**config.mk**
```make
export PLATFORM = sky130hd
export DESIGN_NAME = rand_arbiter
export DESIGN_NICKNAME = d
export VERILOG_FILES = /design/src/rtl/rand_arbiter_pkg.sv /design/src/rtl/lfsr_galois16.sv /design/src/rtl/rand_arbiter.sv
export SDC_FILE = /design/constraint.sdc
export NUM_CORES = 1
export LEC_CHECK = 0
export CORE_ASPECT_RATIO = 1.1
export CORE_MARGIN = 10
export CORE_UTILIZATION = 55
export DETAILED_ROUTE_END_ITERATION = 12
export PLACE_DENSITY = 0.91
export SLEW_MARGIN = 20
export SYNTH_ARGS = -nofsm -noshare
export SYNTH_HDL_FRONTEND = slang
export SYNTH_SLANG_ARGS = --single-unit
```
**constraint.sdc**
```tcl
create_clock -name clk_in -period 4.8 [get_ports clk_in]
set_input_delay 1.2 -clock clk_in [delete_from_list [all_inputs] [get_ports clk_in]]
set_output_delay 1.2 -clock clk_in [all_outputs]
set_load 0.01 [all_outputs]
```
**src/rtl/rand_arbiter_pkg.sv**
```systemverilog
// Shared definitions for the random-word round-robin arbiter.
//   arb_state_t      : controller states (IDLE, WARMUP, RUN)
//   LFSR_MASK        : Galois feedback mask for the 16-bit LFSR
//   SEED_DEFAULT_VAL : seed used at reset and in place of a zero seed
//   lfsr_next()      : one Galois right-shift step of the LFSR
package rand_arbiter_pkg;

    typedef enum logic [1:0] {
        ST_IDLE   = 2'd0,
        ST_WARMUP = 2'd1,
        ST_RUN    = 2'd2
    } arb_state_t;

    localparam logic [15:0] LFSR_MASK        = 16'hB400;
    localparam logic [15:0] SEED_DEFAULT_VAL = 16'hACE1;

    function automatic logic [15:0] lfsr_next(input logic [15:0] s);
        return (s >> 1) ^ (s[0] ? LFSR_MASK : 16'h0000);
    endfunction

endpackage

```
**src/rtl/lfsr_galois16.sv**
```systemverilog
// 16-bit Galois LFSR state register.
//   clk_in      : clock
//   rst_n_in    : async active-low reset, state <= RESET_VALUE
//   load        : load load_value (has priority over step)
//   step        : advance the state by one Galois step
//   load_value  : value written on load
//   state_out   : current LFSR state
module lfsr_galois16
    import rand_arbiter_pkg::*;
#(
    parameter logic [15:0] RESET_VALUE = SEED_DEFAULT_VAL
) (
    input  logic        clk_in,
    input  logic        rst_n_in,
    input  logic        load,
    input  logic        step,
    input  logic [15:0] load_value,
    output logic [15:0] state_out
);

    logic [15:0] s_q;

    always_ff @(posedge clk_in or negedge rst_n_in) begin
        if (!rst_n_in) begin
            s_q <= RESET_VALUE;
        end else if (load) begin
            s_q <= load_value;
        end else if (step) begin
            s_q <= lfsr_next(s_q);
        end
    end

    assign state_out = s_q;

endmodule

```
**src/rtl/rand_arbiter.sv**
```systemverilog
// Round-robin arbiter that hands a 16-bit LFSR word to each granted requester.
// Optional build macro: RAND_ARBITER_ZERO_GUARD_EN -- reloads SEED_DEFAULT if
// the LFSR state is ever seen at zero, suppressing the grant that cycle.
//   clk_in / rst_n_in : clock, async active-low reset
//   seed_load_in      : one-cycle pulse, loads seed_in (zero -> SEED_DEFAULT)
//   seed_in           : seed value
//   enable_in         : permits grants in RUN
//   req_in            : per-requester level requests
//   grant_out         : registered one-hot grant, one cycle
//   valid_out         : OR of grant_out, qualifies data_out
//   data_out          : LFSR word for the granted requester
//   busy_out          : high while in WARMUP
//   grant_count_out   : grants since last seed load, wraps
//
// state  | meaning
// IDLE   | after reset, waits for a seed load; no grants, LFSR held
// WARMUP | discards WARMUP_CYCLES LFSR steps; busy_out high
// RUN    | grants one requester per cycle when enabled and requested
module rand_arbiter
    import rand_arbiter_pkg::*;
#(
    parameter int          NUM_REQ       = 4,
    parameter int          WARMUP_CYCLES = 16,
    parameter logic [15:0] SEED_DEFAULT  = SEED_DEFAULT_VAL
) (
    input  logic               clk_in,
    input  logic               rst_n_in,
    input  logic               seed_load_in,
    input  logic [15:0]        seed_in,
    input  logic               enable_in,
    input  logic [NUM_REQ-1:0] req_in,
    output logic [NUM_REQ-1:0] grant_out,
    output logic               valid_out,
    output logic [15:0]        data_out,
    output logic               busy_out,
    output logic [15:0]        grant_count_out
);

    localparam int PTR_W = $clog2(NUM_REQ);

    arb_state_t         state_q, state_d;
    logic [7:0]         warm_cnt_q;
    logic [PTR_W-1:0]   ptr_q, ptr_d;
    logic [NUM_REQ-1:0] grant_q, grant_d;
    logic [15:0]        data_q, gcount_q, s_q;
    logic               any_win, grant_en, warm_step, fire, zero_fix;
    logic               lfsr_load;
    logic [15:0]        lfsr_load_value;

`ifdef RAND_ARBITER_ZERO_GUARD_EN
    // A zero state would lock the LFSR; a seed load already overrides it.
    assign zero_fix = (s_q == 16'h0000) && !seed_load_in;
`else
    assign zero_fix = 1'b0;
`endif

    always_ff @(posedge clk_in or negedge rst_n_in) begin
        if (!rst_n_in) begin
            state_q <= ST_IDLE;
        end else begin
            state_q <= state_d;
        end
    end

    always_comb begin
        state_d = state_q;
        if (seed_load_in) begin
            state_d = (WARMUP_CYCLES == 0) ? ST_RUN : ST_WARMUP;
        end else begin
            case (state_q)
                // The step taken at count 1 is the last discarded one.
                ST_WARMUP: if (warm_cnt_q <= 8'd1) state_d = ST_RUN;
                default:   state_d = state_q;
            endcase
        end
    end

    always_comb begin
        busy_out  = (state_q == ST_WARMUP);
        warm_step = (state_q == ST_WARMUP) && !seed_load_in;
        grant_en  = (state_q == ST_RUN) && enable_in && !seed_load_in && !zero_fix;
    end

    // Round-robin search starting at the pointer.
    always_comb begin
        int idx;
        grant_d = '0;
        ptr_d   = ptr_q;
        any_win = 1'b0;
        idx     = 0;
        for (int off = 0; off < NUM_REQ; off++) begin
            idx = int'(ptr_q) + off;
            if (idx >= NUM_REQ) idx = idx - NUM_REQ;
            if (!any_win && req_in[idx]) begin
                any_win      = 1'b1;
                grant_d[idx] = 1'b1;
                ptr_d        = (idx == NUM_REQ - 1) ? '0 : PTR_W'(idx + 1);
            end
        end
    end

    assign fire = grant_en && any_win;

    // The pointer survives seed loads; only reset returns it to 0.
    always_ff @(posedge clk_in or negedge rst_n_in) begin
        if (!rst_n_in) begin
            grant_q    <= '0;
            data_q     <= 16'h0000;
            gcount_q   <= 16'h0000;
            ptr_q      <= '0;
            warm_cnt_q <= 8'd0;
        end else if (seed_load_in) begin
            grant_q    <= '0;
            gcount_q   <= 16'h0000;
            warm_cnt_q <= 8'(WARMUP_CYCLES);
        end else begin
            grant_q <= fire ? grant_d : '0;
            if (fire) begin
                data_q   <= s_q;
                gcount_q <= gcount_q + 16'd1;
                ptr_q    <= ptr_d;
            end
            if (warm_step) warm_cnt_q <= warm_cnt_q - 8'd1;
        end
    end

    assign lfsr_load       = seed_load_in || zero_fix;
    assign lfsr_load_value = (seed_load_in && (seed_in != 16'h0000)) ? seed_in : SEED_DEFAULT;

    lfsr_galois16 #(
        .RESET_VALUE (SEED_DEFAULT)
    ) u_lfsr (
        .clk_in     (clk_in),
        .rst_n_in   (rst_n_in),
        .load       (lfsr_load),
        .step       (fire || warm_step),
        .load_value (lfsr_load_value),
        .state_out  (s_q)
    );

    assign grant_out       = grant_q;
    assign valid_out       = |grant_q;
    assign data_out        = data_q;
    assign grant_count_out = gcount_q;

endmodule

```
== Word-level counts from Yosys, hierarchy flattened ==
Index checks and enable logic that the tools add are counted.
W data, S select, Z words.

* Add/subtract/negate cells: 13
* Multipliers: 0
* Reduce and logical (&&, ||, !) cells: 28
* Equal/unequal tests: 6
* Magnitude comparators: 13
* Divide/modulo/power cells: 0
* Multiplexer cells: 53
* Bitwise logic cells: 5
* Shift operators: 0

{| class="wikitable"
|+ Operator list
! operator !! number
|-
| $eq A32 B3 Y1 const B || 4
|-
| $ge A32 B1 Y1 const B || 4
|-
| $lt A32 B4 Y1 const B || 4
|-
| $mux W32 || 4
|-
| $mux W16 || 6
|-
| $mux W4 || 6
|-
| $mux W2 || 11
|-
| $add A16 B1 Y16 const B || 1
|-
| $mux W1 || 16
|-
| $mux W8 || 2
|-
| $reduce_bool A16 Y1 || 1
|-
| $xor A15 B16 Y16 || 1
|-
| $logic_and A1 B1 Y1 || 12
|-
| $or A4 B4 Y4 || 3
|-
| $sub A3 B3 Y4 const B || 3
|-
| $reduce_bool A2 Y1 || 5
|-
| $ge A3 B3 Y1 const B || 3
|-
| $add A2 B2 Y2 const B || 4
|-
| $bmux W1 S2 || 4
|-
| $demux W1 S2 || 4
|-
| $le A8 B1 Y1 const B || 1
|-
| $sub A8 B1 Y8 const B || 1
|-
| $add A2 B2 Y3 const B || 2
|-
| $logic_not A1 Y1 || 4
|-
| 11 further kinds || 12
|}

* Bits in writable memories: 0
* ROM bits: 0
* Memories: 0
* Bits in latches: 0
* Bits in registers: 64
* Word-level logic and storage cells: 125
* Input port bits: 24

== Depth between registers and ports, before layout ==
* Depth in word-level cells: 19
* Gate-level depth with buffers: 11
* Depth with buffers taken out: 7

== By module ==
From an unflattened synthesis, not the netlist that was laid out.

* Cell total of the unflattened synthesis: 364
* Area, all modules: 3429.5 um2

{| class="wikitable"
|+ By module, submodules not included
! module !! area each (um2) !! times used !! cells an instance
|-
| rand_arbiter || 2625.0 || 1 || 290
|-
| lfsr_galois16 || 804.5 || 1 || 74
|}

== Worst setup path before layout ==
Ideal clock, no wire load.

* Kind: input port to flip-flop
* Start: in req_in[1]
* End: reg u_lfsr.s_q[12], in the netlist u_lfsr.state_out[12]
* Slack: 1.783 ns
* Data required time: 4.675 ns
* Path buffers: 0
* Stages: 4
* Arrival time: 2.892 ns
* Setup time: 0.125 ns
* Path through: mux4_2 -> o41a_4 -> nor3_4 -> mux2_2

* Cells in the longest elaborated chain, start to end: 16
* Elaborated cells between the ends (all ways): 25

{| class="wikitable"
|+ Ends and longest elaborated chain
! item !! line !! text
|-
| from (decl) || rand_arbiter.sv:31 || <nowiki>input logic [NUM_REQ-1:0] req_in,</nowiki>
|-
| $bmux W1 S2 || rand_arbiter.sv:94 || <nowiki>if (!any_win && req_in[idx]) begin</nowiki>
|-
| $mux W1 (implied by the code) (2 in a row) || rand_arbiter.sv:94 ||
|-
| $mux W1 || rand_arbiter.sv:94 ||
|-
| $logic_not A1 Y1 || rand_arbiter.sv:94 ||
|-
| $logic_and A1 B1 Y1 || rand_arbiter.sv:94 ||
|-
| $mux W1 || rand_arbiter.sv:94 ||
|-
| $logic_not A1 Y1 || rand_arbiter.sv:94 ||
|-
| $logic_and A1 B1 Y1 || rand_arbiter.sv:94 ||
|-
| $mux W1 || rand_arbiter.sv:94 ||
|-
| $logic_not A1 Y1 || rand_arbiter.sv:94 ||
|-
| $logic_and A1 B1 Y1 || rand_arbiter.sv:94 ||
|-
| $mux W1 (*) || rand_arbiter.sv:94 ||
|-
| $logic_and A1 B1 Y1 (*) || rand_arbiter.sv:102 || <nowiki>assign fire = grant_en && any_win;</nowiki>
|-
| $logic_or A1 B1 Y1 (*) || rand_arbiter.sv:136 || <nowiki>.step (fire || warm_step),</nowiki>
|-
| $reduce_bool A2 Y1 (no line) (*) || n/a ||
|-
| to (signal assigned) || lfsr_galois16.sv:27 || <nowiki>s_q <= load_value;</nowiki>
|-
| to (signal assigned) || lfsr_galois16.sv:29 || <nowiki>s_q <= lfsr_next(s_q);</nowiki>
|-
| to (decl) || lfsr_galois16.sv:21 || <nowiki>logic [15:0] s_q;</nowiki>
|}

Mark *: on every way between the ends. The rest lies on a longest branch, timed or not. The select of a mux whose other input is x is not followed.
A chain may end at the register's enable or synchronous reset.

== Worst setup path after layout ==
* Start: in req_in[2]
* End: reg data_q[13], in the netlist data_out[13]

* Cells in the longest elaborated chain, start to end: 15
* Elaborated cells between the ends (all ways): 24

{| class="wikitable"
|+ Ends and longest elaborated chain
! item !! line !! text
|-
| $bmux W1 S2 || rand_arbiter.sv:94 ||
|-
| $mux W1 (implied by the code) (2 in a row) || rand_arbiter.sv:94 ||
|-
| $mux W1 || rand_arbiter.sv:94 ||
|-
| $logic_not A1 Y1 || rand_arbiter.sv:94 ||
|-
| $logic_and A1 B1 Y1 || rand_arbiter.sv:94 ||
|-
| $mux W1 || rand_arbiter.sv:94 ||
|-
| $logic_not A1 Y1 || rand_arbiter.sv:94 ||
|-
| $logic_and A1 B1 Y1 || rand_arbiter.sv:94 ||
|-
| $mux W1 || rand_arbiter.sv:94 ||
|-
| $logic_not A1 Y1 || rand_arbiter.sv:94 ||
|-
| $logic_and A1 B1 Y1 || rand_arbiter.sv:94 ||
|-
| $mux W1 (*) || rand_arbiter.sv:94 ||
|-
| $logic_and A1 B1 Y1 (*) || rand_arbiter.sv:102 ||
|-
| $reduce_and A2 Y1 (no line) (*) || n/a ||
|-
| to (signal assigned) || rand_arbiter.sv:119 || <nowiki>data_q <= s_q;</nowiki>
|-
| to (decl) || rand_arbiter.sv:45 || <nowiki>logic [15:0] data_q, gcount_q, s_q;</nowiki>
|}

Marks and branches as above.

==> flow_metrics.py <==
metrics = {
    "logic_synthesis": {
        "synth_compound_gate_area_share_pct": 11.2,
        "yosysWarnings": 0,
        "synth-adder-area-share_pct": 2.97,
        "synth_seq_area_share_pct": 47.8,
        "yosys_most_used_dff": "dfrtp_1",
        "synth_enable_flop_cells": 0,
        "simple_gate_share_of_the_synthesized_area_pct": 16.4,
        "post_synth_xor_area_fraction_pct": 4.93,
        "syn-instance-count": 319,
        "mapped_cell_area_um2": 3370,
        "synth_async_sr_flop_share_pct": 100,
        "post_synth_mux_area_share_pct": 12.4,
        "postSynthNetCount": 351,
        "synth.ff_latch_count": 64,
        "synth_top_family_by_area": "simple AND/OR/NAND/NOR gates",
        "synthDistinctLibCells": 49,
        "synth_area_per_cell_um2": 10.6,
    },
    "die": {
        "floorplan.io_pins": 62,
        "core_area_um2": 5880,
        "floorplan.die.width_um": 94.7,
        "start_util_pct": 57.4,
        "floorplan.die.height_um": 102,
        "die_area_um2": 9670,
        "placementRows": 29,
    },
    "pwr": {
        "switching_share_pct": 33.3,
        "finalPower_mw": 1.72,
        "internal_power_mw": 1.15,
        "worst_ir_drop_vdd_v": 0.000259,
        "power.share.clock_pct": 24.9,
        "p_per_area_nw_per_um2": 410,
        "power.share.sequential_pct": 44.7,
        "switching_component_of_the_power_mw": 0.574,
        "leak_pwr_nw": 1.77,
        "combPwrFrac_pct": 30.4,
    },
    "global_routing": {
        "via_count_of_the_first_global_routing_pass": 2728,
        "grt_start_max_net_pins": 49,
        "grt_first_pass_wirelength_um": 13400,
        "antenna_found_initial": 0,
        "globalRouteOverflowTotal": 0,
        "grt.total_usage_pct": 17.2,
    },
    "final_layout": {
        "fillCellCount": 451,
        "drive_gt1_share_pct": 13.5,
        "antenna_cells_inserted": 0,
        "number_of_standard_cells_in_the_final_layout_excluding_fillers": 461,
        "final_net_count": 411,
        "area_growth_pct": 24.4,
        "final_util_pct": 71.4,
        "postLayoutCellArea_um2": 4200,
    },
    "detailed_routing": {
        "postRouteWirelength_um": 7880,
        "wl_per_cell_um": 17.1,
        "avgViaCountPerCell": 5.80,
        "via_count": 2674,
        "drt-initial-drc-count": 191,
        "drc": 0,
        "antenna_violating_nets_post_route": 0,
        "detailedRoute.firstPassIterationCount": 4,
    },
    "sta": {
        "final.min_clock_period_ns": 3.90,
        "setup_total_negative_slack_ns": 0,
        "setup_repair_after_global_routing_missed_its_margin": "false",
        "skew_ns": 0.00998,
        "maxClockFrequency_mhz": 257,
        "timing.final.crit_share_pct": 81.2,
        "timing_worst_slew_pin_value_ns": 0.571,
        "final-setup-viol-count": 0,
        "final_count_of_hold_timing_violations": 0,
        "report.final.slew_viol_count": 0,
        "slew-limit-headroom_pct": 61.8,
    },
    "critical_path": {
        "worstPathCellList": "clkdlybuf4s50_1 > mux4_1 > nor4_1 > nand2b_1 > buf_4 > mux2_2",
        "crit_path_end_kind": "flop",
        "cp_top_family": "multiplexers",
        "slowest_stage": "mux4_1",
        "setup_crit_start_kind": "input pin",
        "timing.critical_path.buf_inv": 2,
        "critical_path.max_stage_delay_ns": 0.81,
        "cp.arrival_ns": 4.12,
        "criticalPathCategory": "in2reg",
        "worst_ep_required_time_ns": 5.03,
        "path_max_fanout": 21,
    },
    "clock_tree": {
        "clk_path_buf_depth": 2,
        "numCtsBuffers": 9,
        "root_buffer": "clkbuf_8",
        "worstSkewPairLatency_ns": 0.34,
        "htree_num_levels": 3,
        "cts_post_setup_buffers_inserted": 0,
        "clock_sinks": 64,
        "cts_hold_buffers": 0,
        "clk_pin_slew_worst_paths_ns": 0.07,
        "ctsResizeCount": 0,
        "cts_tree": "yes",
    },
    "placed_design": {
        "io_buf_count": 61,
        "detailedPlacementHpwl_um": 5630,
        "place_congestion": 0.914,
        "placed_cells": 445,
        "placement.cell_area_um2": 4010,
    },
    "outcome": {
        "run_status": "finished clean",
    },
    "hold_path": {
        "min-delay-path-class": "reg2reg",
    },
    "job": {
        "maxCapViolations": 0,
    },
}
==> registers in the layout, indices dropped and copies added (netlist names) <==
register and count:
ptr_q 2, data_out 16, grant_count_out 16, state_q 2, grant_out 4, u_lfsr.state_out 16, warm_cnt_q 8
==> metal layers <==
metal | up-vias | GRT usage, % | part of all wire [%]
li1 | 1262 | - | -
met1 | 1321 | 20.7 | 42
met2 | 76 | 27.7 | 51
met3 | 15 | 5.43 | 6.0
met4 | 0 | 7.60 | 1.7
met5 | - | 0 | 0
==> power groups by stage <==
| stage | sequential, mW | clock (mW) | combinational (mW) |
|---|---|---|---|
| CTS | 0.768 | 0.433 | 0.526 |
| detailed placement | 0.776 | 0 | 0.520 |
| floorplan | 0.746 | 0 | 0.379 |
| global route | 0.785 | 0.460 | 0.588 |
| finish | 0.770 | 0.428 | 0.523 |
| global placement | 0.769 | 0 | 0.496 |
==> synthesized netlist by cell type, types with 2 or more instances <==
library cell / n / area [um^2]
dfrtp_1: 56 / 1400
nand2_1: 34 / 128
nor2_1: 25 / 93.8
mux2_2: 17 / 191
o21ai_0: 16 / 80.1
mux2i_1: 13 / 130
inv_1: 12 / 45.0
o22ai_1: 11 / 68.8
xor2_1: 11 / 96.3
nor4_1: 10 / 62.6
a21oi_1: 9 / 45.0
dfstp_2: 8 / 210
ha_1: 8 / 100
xnor2_1: 8 / 70.1
nand2b_1: 7 / 43.8
clkbuf_1: 6 / 22.5
nand3_1: 6 / 30.0
nand4_1: 5 / 31.3
a22o_1: 4 / 35.0
nor3_1: 4 / 20.0
o21ai_1: 4 / 20.0
buf_1: 3 / 11.3
buf_4: 3 / 22.5
buf_6: 3 / 33.8
nor2b_1: 3 / 18.8
a31oi_1: 2 / 12.5
a32oi_1: 2 / 17.5
and2_1: 2 / 12.5
buf_2: 2 / 10.0
mux4_1: 2 / 52.6
mux4_2: 2 / 45.0
nand3b_1: 2 / 15.0
nor4b_1: 2 / 17.5
or4_1: 2 / 15.0
==> metrics by stage <==
step / hold slack, ns / setup WS, ns
after floorplan: 0.449 / 1.78
after global placement: 0.463 / 0.785
after detailed placement: 0.468 / 0.609
after CTS: 0.479 / 0.917
after global routing: 0.504 / 0.696
final: 0.478 / 0.902
==> cell type report <==
class | count | area, um^2 | share of cell area (%)
sequential | 64 | 1610 | 38.4
tap | 77 | 96.3 | 2.30
inverter | 12 | 45.0 | 1.07
timing repair buffer | 66 | 643 | 15.3
clock buffer | 13 | 169 | 4.03
clock inverter | 3 | 15.0 | 0.358
multi-input combinational | 226 | 1620 | 38.5
==> worst reg2reg max path: stages, from the launching register on <==
cell and delay, ns:
dfrtp_1 0.55, inv_1 0.19, ha_1 0.48, mux4_2 0.70, nor4_1 0.48, nand2b_1 0.39
buf_4 0.33, mux2_2 0.38
==> worst paths after layout <==
| path | cells past startpoint | slack, ns | to | start |
|---|---|---|---|---|
| min reg2reg | 2 | 0.48 | u_lfsr.state_out[7] | u_lfsr.state_out[7] |
| max reg2reg | 7 | 1.17 | data_out[13] | ptr_q[0] |
| max | 6 | 0.90 | data_out[13] | req_in[2] |
| min | 2 | 0.48 | u_lfsr.state_out[7] | u_lfsr.state_out[7] |
| max in group asynchronous | 2 | 3.07 | u_lfsr.state_out[6] | rst_n_in |
| min in group asynchronous | 1 | 0.80 | grant_count_out[5] | rst_n_in |
==> cells by family (layout without fill, tap and decap cells) <==
logic type	Yosys count	count (layout)
flops	64	64
simple gates	109	109
compound gates	56	56
xor+xnor	19	19
buf+inv	29	94
mux	34	34
fa+ha+maj	8	8
==> cells in the final DEF (no fill, tap or decap), drive strengths merged, types with 3 or more instances in the layout <==
cell	Yosys	final
nor3	5	5
xnor2	8	8
xor2	11	11
nor4	10	10
o22ai	11	11
dfrtp	56	56
dfstp	8	8
o21ai	20	20
a21oi	9	9
mux2i	13	13
nand4	5	5
nand2	34	34
clkbuf	6	13
clkdlybuf4s50	0	60
mux2	17	17
buf	11	6
clkinv	0	3
nand3	6	6
mux4	4	4
a22o	4	4
nor2b	3	3
inv	12	12
nor2	25	25
ha	8	8
nand2b	7	7
No activity file was read; power rests on OpenSTA's default activity.
